### config.mk
export PLATFORM = sky130hd
export DESIGN_NAME = lsu_mem_ctrl
export DESIGN_NICKNAME = d
export VERILOG_FILES = /design/src/rtl/riscv_lsu_pkg.sv /design/src/rtl/lsu_store_align.sv /design/src/rtl/lsu_mem_ctrl.sv
export SDC_FILE = /design/constraint.sdc
export NUM_CORES = 1
export LEC_CHECK = 0
export BUFFER_PORTS_ARGS = -buffer_cell sky130_fd_sc_hd__buf_2
export CAP_MARGIN = 20
export CORE_UTILIZATION = 38
export CTS_BUF_LIST = sky130_fd_sc_hd__clkbuf_4 sky130_fd_sc_hd__clkbuf_8
export CTS_CLUSTER_DIAMETER = 200
export DETAILED_ROUTE_END_ITERATION = 8
export PLACE_DENSITY = 0.6
export SYNTH_ARGS = -nofsm -noshare
export SYNTH_HDL_FRONTEND = slang
export SYNTH_HIERARCHICAL = 1
export SYNTH_SLANG_ARGS = --single-unit
### constraint.sdc
create_clock -name clk -period 6.44 [get_ports clk]
set_clock_uncertainty 0.05 [all_clocks]
set_input_delay 1.288 -clock clk [delete_from_list [all_inputs] [get_ports clk]]
set_output_delay 1.288 -clock clk [all_outputs]
set_load 0.005 [all_outputs]
### src/rtl/riscv_lsu_pkg.sv
// rtl/riscv_lsu_pkg.sv - shared LSU opcodes, size codes, LR/SC selects and state types
package riscv_lsu_pkg;

  localparam logic [6:0] OP_LOAD  = 7'b0000011;
  localparam logic [6:0] OP_STORE = 7'b0100011;
  localparam logic [6:0] OP_AMO   = 7'b0101111;

  localparam logic [2:0] F3_B  = 3'b000;
  localparam logic [2:0] F3_H  = 3'b001;
  localparam logic [2:0] F3_W  = 3'b010;
  localparam logic [2:0] F3_BU = 3'b100;
  localparam logic [2:0] F3_HU = 3'b101;

  localparam logic [4:0] F5_LR = 5'b00010;
  localparam logic [4:0] F5_SC = 5'b00011;

  typedef enum logic [1:0] {ST_IDLE, ST_REQ, ST_WAIT, ST_RESP} lsu_state_e;
  typedef enum logic [1:0] {K_LOAD, K_STORE, K_LR, K_SC} lsu_kind_e;

  function automatic logic lsu_legal(input logic [6:0] op, input logic [2:0] f3, input logic [4:0] f5);
    logic ok;
    ok = 1'b0;
    case (op)
      OP_LOAD:  ok = (f3 == F3_B) || (f3 == F3_H) || (f3 == F3_W) || (f3 == F3_BU) || (f3 == F3_HU);
      OP_STORE: ok = (f3 == F3_B) || (f3 == F3_H) || (f3 == F3_W);
      OP_AMO:   ok = (f3 == F3_W) && ((f5 == F5_LR) || (f5 == F5_SC));
      default:  ok = 1'b0;
    endcase
    return ok;
  endfunction

  function automatic lsu_kind_e lsu_kind(input logic [6:0] op, input logic [4:0] f5);
    lsu_kind_e k;
    if (op == OP_STORE) k = K_STORE;
    else if (op == OP_AMO) k = (f5 == F5_SC) ? K_SC : K_LR;
    else k = K_LOAD;
    return k;
  endfunction

  function automatic logic lsu_is_read(input lsu_kind_e k);
    return (k == K_LOAD) || (k == K_LR);
  endfunction

endpackage

### src/rtl/lsu_store_align.sv
// rtl/lsu_store_align.sv - byte enables, lane-replicated store data and alignment check
module lsu_store_align
  import riscv_lsu_pkg::*;
(
  input  logic [2:0]  funct3,
  input  logic [1:0]  addr,
  input  logic [31:0] wdata,
  output logic [3:0]  be,
  output logic [31:0] wdata_lane,
  output logic        misaligned
);

  // funct3[1:0] is the access size for both signed and unsigned loads and for stores
  always_comb begin
    be         = 4'b0000;
    wdata_lane = wdata;
    misaligned = 1'b0;
    case (funct3[1:0])
      2'b00: begin
        be         = 4'b0001 << addr;
        wdata_lane = {4{wdata[7:0]}};
      end
      2'b01: begin
        be         = 4'b0011 << {addr[1], 1'b0};
        wdata_lane = {2{wdata[15:0]}};
        misaligned = addr[0];
      end
      2'b10: begin
        be         = 4'b1111;
        misaligned = (addr != 2'b00);
      end
      default: be = 4'b0000;
    endcase
  end

endmodule

### src/rtl/lsu_mem_ctrl.sv
// rtl/lsu_mem_ctrl.sv - single-outstanding load/store unit with LR/SC reservation
module lsu_mem_ctrl
  import riscv_lsu_pkg::*;
#(
  parameter int ADDR_W = 32,
  parameter int DATA_W = 32
) (
  input  logic              clk,
  input  logic              reset,
  input  logic              req_valid,
  output logic              req_ready,
  input  logic [6:0]        op,
  input  logic [2:0]        funct3,
  input  logic [4:0]        funct5,
  input  logic [ADDR_W-1:0] addr,
  input  logic [DATA_W-1:0] wdata,
  output logic              mem_valid,
  input  logic              mem_ready,
  output logic [ADDR_W-1:0] mem_addr,
  output logic [3:0]        mem_we,
  output logic [DATA_W-1:0] mem_wdata,
  input  logic              mem_rvalid,
  input  logic [DATA_W-1:0] mem_rdata,
  output logic              resp_valid,
  output logic [ADDR_W-1:0] daddr,
  output logic [DATA_W-1:0] drdata,
  output logic              misaligned,
  output logic              illegal
);

  lsu_state_e          state_q, state_d;
  lsu_kind_e           kind_in, kind_q;
  logic                legal_in, mis_in, accept, is_write_in;
  logic                resv_hit_in, resv_hit_q;
  logic [3:0]          be_in, we_q;
  logic [DATA_W-1:0]   lane_in, wdata_q, drdata_q;
  logic [ADDR_W-1:0]   addr_q;
  logic                mis_q, ill_q;
  logic                resv_valid_q;
  logic [ADDR_W-1:2]   resv_addr_q;

  lsu_store_align u_align (
    .funct3     (funct3),
    .addr       (addr[1:0]),
    .wdata      (wdata),
    .be         (be_in),
    .wdata_lane (lane_in),
    .misaligned (mis_in)
  );

  assign legal_in    = lsu_legal(op, funct3, funct5);
  assign kind_in     = lsu_kind(op, funct5);
  assign is_write_in = (kind_in == K_STORE) || (kind_in == K_SC);
  assign accept      = (state_q == ST_IDLE) && req_valid;
  assign resv_hit_in = resv_valid_q && (resv_addr_q == addr[ADDR_W-1:2]);
  assign resv_hit_q  = resv_valid_q && (resv_addr_q == addr_q[ADDR_W-1:2]);

  always_ff @(posedge clk or posedge reset) begin
    if (reset) state_q <= ST_IDLE;
    else       state_q <= state_d;
  end

  always_comb begin
    state_d    = state_q;
    req_ready  = 1'b0;
    mem_valid  = 1'b0;
    resp_valid = 1'b0;
    case (state_q)
      ST_IDLE: begin
        req_ready = 1'b1;
        if (req_valid) begin
          if (!legal_in || mis_in)                  state_d = ST_RESP;
          else if (kind_in == K_SC && !resv_hit_in) state_d = ST_RESP;
          else                                      state_d = ST_REQ;
        end
      end
      ST_REQ: begin
        mem_valid = 1'b1;
        if (mem_ready) state_d = lsu_is_read(kind_q) ? ST_WAIT : ST_RESP;
      end
      ST_WAIT: begin
        if (mem_rvalid) state_d = ST_RESP;
      end
      ST_RESP: begin
        resp_valid = 1'b1;
        state_d    = ST_IDLE;
      end
      default: state_d = ST_IDLE;
    endcase
  end

  always_ff @(posedge clk or posedge reset) begin
    if (reset) begin
      addr_q       <= '0;
      kind_q       <= K_LOAD;
      we_q         <= 4'b0000;
      wdata_q      <= '0;
      drdata_q     <= '0;
      mis_q        <= 1'b0;
      ill_q        <= 1'b0;
      resv_valid_q <= 1'b0;
      resv_addr_q  <= '0;
    end else begin
      if (accept) begin
        addr_q   <= addr;
        kind_q   <= kind_in;
        ill_q    <= ~legal_in;
        mis_q    <= legal_in & mis_in;
        we_q     <= is_write_in ? be_in : 4'b0000;
        wdata_q  <= is_write_in ? lane_in : '0;
        drdata_q <= '0;
        // Every SC consumes the reservation; the fail flag is known at accept time
        if (legal_in && kind_in == K_SC) begin
          resv_valid_q <= 1'b0;
          drdata_q     <= {{(DATA_W-1){1'b0}}, ~resv_hit_in | mis_in};
        end
      end
      if (state_q == ST_REQ && mem_ready && kind_q == K_STORE && resv_hit_q)
        resv_valid_q <= 1'b0;
      if (state_q == ST_WAIT && mem_rvalid) begin
        drdata_q <= mem_rdata;
        if (kind_q == K_LR) begin
          resv_valid_q <= 1'b1;
          resv_addr_q  <= addr_q[ADDR_W-1:2];
        end
      end
    end
  end

  assign mem_addr   = mem_valid ? {addr_q[ADDR_W-1:2], 2'b00} : '0;
  assign mem_we     = mem_valid ? we_q : 4'b0000;
  assign mem_wdata  = mem_valid ? wdata_q : '0;
  assign daddr      = resp_valid ? addr_q : '0;
  assign drdata     = resp_valid ? drdata_q : '0;
  assign misaligned = resp_valid & mis_q;
  assign illegal    = resp_valid & ill_q;

endmodule
==> results.ini, run 1 <==
[worst_setup_path]
crit_path_top_delay_cell=sky130_fd_sc_hd__dfrtp_1
cp-end-kind=primary output
critical_path.reg2reg.startpoint=state_q[0]$_DFFE_PP0P_
worst_setup_path_start_kind=flip-flop
path_cells=ha_2, buf_12, and2_1, buf_2
r2r_end=addr_q[30]$_DFFE_PP0P_
critPathMaxStageDelay_ns=0.43
reg2reg_setup_slack_ns=3.97
timing.critical_path.max_delay_family=flip-flops
crit_arrival_ns=1.79
r2r.worst_path.cells=5
critical_path.n_buffers_inverters=2
timing.critical_path.fanout_max=57
critical_path_required_ns=5.10
worst_setup_path_type=flip-flop to primary output

[pwr]
clockPowerShare_pct=24.5
p_per_area_nw_per_um2=350
power_leakage_nw=4.92
power_frac_comb_pct=35.3
post-layout-total-power_mw=3.24
seq_power_share_pct=40.2
peakVddDrop_uv=126
power.internal_mw=2.11
swShare_pct=34.9
netSwitchingPower_mw=1.13

[floorplan]
die-area_um2=20200
core_area_um2=19000
die-width_um=142
floorplan.initialDensity_pct=39.3
io_pins=253
fp-row-count=50
die_h_um=142

[sta]
worst_slew_pin_slew_ns=1.03
layout_min_cycle_time_ns=3.13
max-slew-margin-rel_pct=30.9
final_min_period_over_clock_period_pct=48.6
hold_violations=0
finalSetupViolCount=0
grt_setup_unrepaired=no
final_critical_path_setup_slack_ns=3.31
setup_total_negative_slack_ns=0
fmax_mhz=319
drv_slew=0

[cells_and_area]
layout.cells.most_common_list=sky130_fd_sc_hd__buf_2, sky130_fd_sc_hd__dfrtp_1, sky130_fd_sc_hd__and2_1, sky130_fd_sc_hd__mux2_2, sky130_fd_sc_hd__a22o_1
final_layout_size_suffix_gt1_share_pct=43.2
final_nets=1027
fillCellCount=1825
mostFrequentLayoutCell=sky130_fd_sc_hd__buf_2
final_core_utilization_pct=48.8
antennaDiodeCount=0
post_route_cell_area_um2=9240
area.growth.synth_to_final_pct=24.2

[clocking]
cts_hold_repair.buffers=0
cts-buffers-inserted=17
postCtsResizedCells=0
clk_root_buffer_cell=sky130_fd_sc_hd__clkbuf_8
ctsHtreeMaxLevel=4
cts-root-to-sink-buffers=2
cts.reportedPaths.clkPinSlew_ns=0.07
total_clock_sinks=137
cts_setup_buffers=0
clock_insertion_delay_worst_skew_ns=0.45
tritoncts=built

[global_route]
grt_start_max_net_pins=89
grt_overflow=0
grt_first_pass_wirelength_um=31000
all_layer_global_routing_usage_pct=20.1
grt_pass1_vias=5631
antenna_violations_before_repair=0

[logic_synthesis]
ys_seq_area_share_pct=46.1
synth_flop_cell=sky130_fd_sc_hd__dfrtp_1
ys.warnings.count=6
postSynthCellCount=675
async_flop_share_pct=100
avgSynthCellArea_um2=11.0
synth.distinct_cells=55
synth.ff_latch_count=137
synthesis.area_um2=7440
synth_edf_count=0

[drt]
post_drt_wl_per_cell_um=16.6
drt-pass1-iter-count=4
viasPerCell=4.90
postRouteWirelength_um=19500
vias=5761
drc=0
final_antenna_net_count=0
drt_iter0_markers=160

[min_path]
timing.hold.worst.start=mis_q$_DFFE_PP0P_
min_delay_path_depth=2
worst_min_path_class=flip-flop to flip-flop
worstHoldEndpoint=mis_q$_DFFE_PP0P_

[outcome]
outcome=finished, final reports clean

[placement]
place.gp.congestion=0.826
dp_slack_ns=3.25
dp.final_hpwl_um=13900
postPlaceCellArea_um2=8750
port_buffers=250

[run]
cap_viol_max_count=0

## how the worst max path moves through the flow
| stage | startpoint | to | slack (ns) | cells after the start |
|---|---|---|---|---|
| 3_3_place_gp | state_q[1]$_DFFE_PP0P_ | mem_wdata[9] | 3.27 | 4 |
| 4_1_cts | state_q[1]$_DFFE_PP0P_ | mem_wdata[9] | 2.74 | 4 |
| 5_1_grt | state_q[1]$_DFFE_PP0P_ | mem_wdata[6] | 3.16 | 5 |
| 2_1_floorplan | reset | addr_q[0]$_DFFE_PP0P_ | 1.43 | 1 |
| 3_5_place_dp | state_q[1]$_DFFE_PP0P_ | mem_wdata[9] | 3.25 | 4 |
| 6_report | state_q[1]$_DFFE_PP0P_ | daddr[31] | 3.31 | 4 |
## registers in the layout, summed over array words and instances (netlist names)
register / count
drdata_q: 32
state_q: 2
addr_q: 32
wdata_q: 32
mis_q: 1
kind_q: 2
resv_valid_q: 1
we_q: 4
ill_q: 1
resv_addr_q: 30
## cells by family (layout without fill, tap and decap cells)
| family | count (synthesis) | after routing | synth area share (%) |
|---|---|---|---|
| flops | 137 | 137 | 46.1 |
| xor+xnor | 60 | 60 | 7.06 |
| mux | 62 | 62 | 9.38 |
| simple gates | 222 | 222 | 17.8 |
| buf+inv | 61 | 300 | 4.89 |
| compound gates | 123 | 123 | 13.2 |
| fa+ha+maj | 9 | 9 | 1.51 |
| other cells | 1 | 2 | 0.0504 |
## area by class of cell
type	instances	area, um^2	share of cell area (%)
Clock buffer	19	255	2.76
Clock inverter	13	191	2.07
Inverter	11	46.3	0.501
Multi-Input combinational cell	478	3670	39.7
Sequential cell	137	3430	37.1
Tap cell	260	325	3.52
Timing Repair Buffer	257	1330	14.4
## power by group through the flow
stage                     logic [mW]  clock network, mW  registers (mW)
after floorplan                0.775                  0            1.25
after global placement          1.13                  0            1.31
after detailed placement        1.14                  0            1.32
after CTS                       1.15              0.817            1.30
after global routing            1.28              0.852            1.34
final                           1.14              0.795            1.30
## per-stage QoR
step	instances	hold slack, ns
floorplan	676	0.392
global placement	1141	0.411
detailed placement	1141	0.419
CTS	1173	0.436
global route	1175	0.459
finish	1175	0.426
## cell usage after synthesis, types with 8 or more instances
master	instances	area (um^2)
sky130_fd_sc_hd__clkbuf_1	19	71.3
sky130_fd_sc_hd__a22o_2	24	240
sky130_fd_sc_hd__and2_1	133	832
sky130_fd_sc_hd__dfrtp_1	137	3430
sky130_fd_sc_hd__inv_1	11	41.3
sky130_fd_sc_hd__xnor2_1	12	105
sky130_fd_sc_hd__mux2_2	62	698
sky130_fd_sc_hd__buf_2	8	40.0
sky130_fd_sc_hd__nor4_1	12	75.1
sky130_fd_sc_hd__nand2_1	28	105
sky130_fd_sc_hd__a22o_1	51	447
sky130_fd_sc_hd__xor2_1	48	420
sky130_fd_sc_hd__a21oi_1	17	85.1
sky130_fd_sc_hd__nor2_1	22	82.6
sky130_fd_sc_hd__ha_1	9	113
sky130_fd_sc_hd__o21ai_0	15	75.1
sky130_fd_sc_hd__buf_4	11	82.6
## metal layers
layer  global-route usage [%]  vias to the layer above  part of all wire [%]  routed length [um]
li1                         -                     2798                     -                   -
met1                     26.6                     2769                    46                8910
met2                     32.2                      181                    47                9150
met3                     5.32                       13                   6.4                1250
met4                     5.66                        0                   1.0                 199
met5                        0                        -                     0                   0
## worst reg2reg max path, cell delays in order, from the launching register on
cell	delay (ns)
sky130_fd_sc_hd__dfrtp_1	0.40
sky130_fd_sc_hd__inv_1	0.10
sky130_fd_sc_hd__ha_1	0.34
sky130_fd_sc_hd__nand2_2	0.34
sky130_fd_sc_hd__buf_4	0.69
sky130_fd_sc_hd__mux2_2	0.44
No activity file was read; power rests on OpenSTA's default activity.
==> inputs of run 2 (changes only) <==
Settings changed: ABC_AREA from default to 1, PLACE_DENSITY 0.6 to 0.59.
Clock period 6.44 ns to 3.1 ns, I/O delays scaled along.
==> results.ini, run 2 <==
[outcome]
outcome=finished, final reports clean

[clocking]
cts-buffers-inserted=17
clk_root_buffer_cell=sky130_fd_sc_hd__clkbuf_8
cts.reportedPaths.clkPinSlew_ns=0.09
clock_insertion_delay_worst_skew_ns=0.46
total_clock_sinks=137
ctsHtreeMaxLevel=4
cts-root-to-sink-buffers=2
cts_hold_repair.buffers=0
postCtsResizedCells=0
tritoncts=built
cts_setup_buffers=0

[pwr]
power_leakage_nw=6.65
peakVddDrop_uv=292
seq_power_share_pct=38.3
clockPowerShare_pct=23.6
power.internal_mw=4.55
netSwitchingPower_mw=3.10
swShare_pct=40.5
power_frac_comb_pct=38.1
p_per_area_nw_per_um2=758

[placement]
dp.final_hpwl_um=16800
port_buffers=250
place.gp.congestion=0.836
numPlacedInstances=1686

[min_path]
worst_min_path_class=input port to asynchronous set/reset pin

[global_route]
grt_pass1_vias=7235
grt_start_max_net_pins=105
antenna_violations_before_repair=0
all_layer_global_routing_usage_pct=21.6
grt_first_pass_wirelength_um=37300
grt_overflow=0

[logic_synthesis]
synthesis.area_um2=8250
netlist_top_cells_count=sky130_fd_sc_hd__nand2_1, sky130_fd_sc_hd__inv_1, sky130_fd_sc_hd__dfrtp_1, sky130_fd_sc_hd__nand3_1, sky130_fd_sc_hd__o21ai_0
avgSynthCellArea_um2=6.81
synth_flop_cell=sky130_fd_sc_hd__dfrtp_1
synth.ff_latch_count=137
synth_edf_count=0
synth.distinct_cells=37
postSynthCellCount=1212
ys.warnings.count=6
post-synth-top-count-cell=sky130_fd_sc_hd__nand2_1
cell_type_contributing_the_most_total_cell_area_after_synthesis=sky130_fd_sc_hd__dfrtp_1
ys_seq_area_share_pct=41.5
synth.area.top_cells=sky130_fd_sc_hd__dfrtp_1, sky130_fd_sc_hd__nand2_1, sky130_fd_sc_hd__inv_1
async_flop_share_pct=100
synth_top_cell_area_share_pct=41.5

[drt]
drc=0
final_antenna_net_count=0
drt-pass1-iter-count=5
viasPerCell=4.52
post_drt_wl_per_cell_um=13.5
drt_iter0_markers=376
postRouteWirelength_um=23200
vias=7765

[cells_and_area]
antennaDiodeCount=0
biggestRegsByFlops=addr_q: 32 flops, drdata_q: 32 flops, wdata_q: 32 flops
final_nets=1555
mostFrequentLayoutCell=sky130_fd_sc_hd__nand2_1
area.growth.synth_to_final_pct=22.3
final-instance-count-excl-fill=1717
layout.cells.most_common_list=sky130_fd_sc_hd__nand2_1, sky130_fd_sc_hd__inv_1, sky130_fd_sc_hd__buf_2, sky130_fd_sc_hd__dfrtp_1, sky130_fd_sc_hd__nand3_1
final_layout_size_suffix_gt1_share_pct=23.2

[worst_setup_path]
crit_path_top_delay_cell=sky130_fd_sc_hd__dfrtp_1
timing.critical_path.max_delay_family=buffers and inverters
timing.critical_path.fanout_max=39
path_cells=inv_1, ha_2, buf_12, nand2_1, inv_1, buf_2
critical_path_required_ns=2.43
timing.critical_path.mode_cell=sky130_fd_sc_hd__inv_1
worst_setup_path_start_kind=flip-flop
crit_arrival_ns=1.94
worst_setup_path_type=flip-flop to primary output
critPathMaxStageDelay_ns=0.43
cp-end-kind=primary output
critical_path.n_buffers_inverters=4

[sta]
hold_violations=0
worst_slew_pin_slew_ns=0.750
fmax_mhz=383
layout_min_cycle_time_ns=2.61
max-slew-margin-rel_pct=50.0
finalSetupViolCount=0
grt_setup_unrepaired=no
final_min_period_over_clock_period_pct=84.3
drv_slew=0
setup_total_negative_slack_ns=0

[floorplan]
io_pins=253
die-width_um=149
die_h_um=149
core_area_um2=21200
die-area_um2=22300
fp-row-count=53
floorplan.initialDensity_pct=39.0

[run]
cap_viol_max_count=0

[run 2: changes by cell type in the layout (fill, tap and decap cells not counted), sizes merged, moves of 8 or more]
cell   change
nor4      -12
a21oi      +8
inv      +246
mux2      -62
nand2    +423
a22o      -74
nor2      +17
o21ai     +69
nand3     +77
xor2      -35
nor3       +9
and2     -133
[run 2: path summary, 6_finish.rpt]
kind | start | end | slack, ns | depth (start not counted)
worst max-delay path | state_q[1]$_DFFE_PP0P_ | mem_wdata[13] | 0.49 | 6
worst min-delay path | reset | resv_addr_q[18]$_DFFE_PP0P_ | 0.27 | 3
worst max register to register | state_q[0]$_DFFE_PP0P_ | resv_addr_q[10]$_DFFE_PP0P_ | 1.05 | 7
worst min register to register | addr_q[0]$_DFFE_PP0P_ | addr_q[0]$_DFFE_PP0P_ | 0.43 | 2
max in group asynchronous | reset | resv_addr_q[29]$_DFFE_PP0P_ | 2.24 | 3
min in group clk | mem_rdata[15] | drdata_q[15]$_DFFE_PP0P_ | 0.32 | 3
[run 2: stage by stage]
stage	power, mW	hold WS, ns	cell area (um^2)	util, %	setup WS [ns]
detailed placement	5.92	0.416	9620	45.5	0.877
finish	7.65	0.267	10100	47.7	0.488
global route	8.34	0.276	10100	47.7	0.300
floorplan	4.85	0.399	8260	-	0.723
CTS	7.74	0.271	10100	47.7	0.449
global placement	5.86	0.414	9620	45.5	0.962
[run 2: power groups by stage]
stage | sequential (mW) | combinational, mW | clock [mW]
floorplan | 2.80 | 2.06 | 0
global route | 3.03 | 3.39 | 1.92
detailed placement | 2.96 | 2.96 | 0
global placement | 2.94 | 2.93 | 0
CTS | 2.92 | 2.97 | 1.84
finish | 2.93 | 2.92 | 1.81
[run 2: logic make-up (layout without fill, tap and decap cells)]
| logic type | count (synthesis) | in the layout | share of synthesized area [%] |
|---|---|---|---|
| AO/OA/AOI/OAI | 120 | 120 | 8.39 |
| XOR/XNOR | 29 | 29 | 3.08 |
| adder cells (fa/ha/maj) | 9 | 9 | 1.36 |
| buffers and inverters | 325 | 554 | 16.5 |
| flip-flops | 137 | 137 | 41.5 |
| other | 1 | 2 | 0.0454 |
| AND/OR/NAND/NOR | 591 | 591 | 29.1 |
[run 2: cell type report]
class	instances	area (um^2)
multi-input combinational	751	3480
clock inverter	14	243
inverter	259	978
clock buffer	17	234
timing repair buffer	264	1380
fill	2252	11100
sequential	137	3430
tap	275	344
[run 2: layer usage]
| metal | part of all wire (%) | GRT usage (%) | wire, um | vias up |
|---|---|---|---|---|
| met3 | 5.7 | 4.62 | 1330 | 25 |
| met2 | 46 | 33.9 | 10700 | 245 |
| met1 | 46 | 29.6 | 10800 | 3488 |
| li1 | - | - | - | 4007 |
| met5 | 0 | 0 | 0 | - |
| met4 | 1.5 | 6.43 | 342 | 0 |
[run 2: worst register-to-register path, delay by kind of cell, from the launching register on]
family	cells	cell delay [ns]
buffers and inverters	2	0.48
flip-flops	1	0.42
AND/OR/NAND/NOR	3	0.71
adder cells (fa/ha/maj)	1	0.22
AO/OA/AOI/OAI	1	0.04
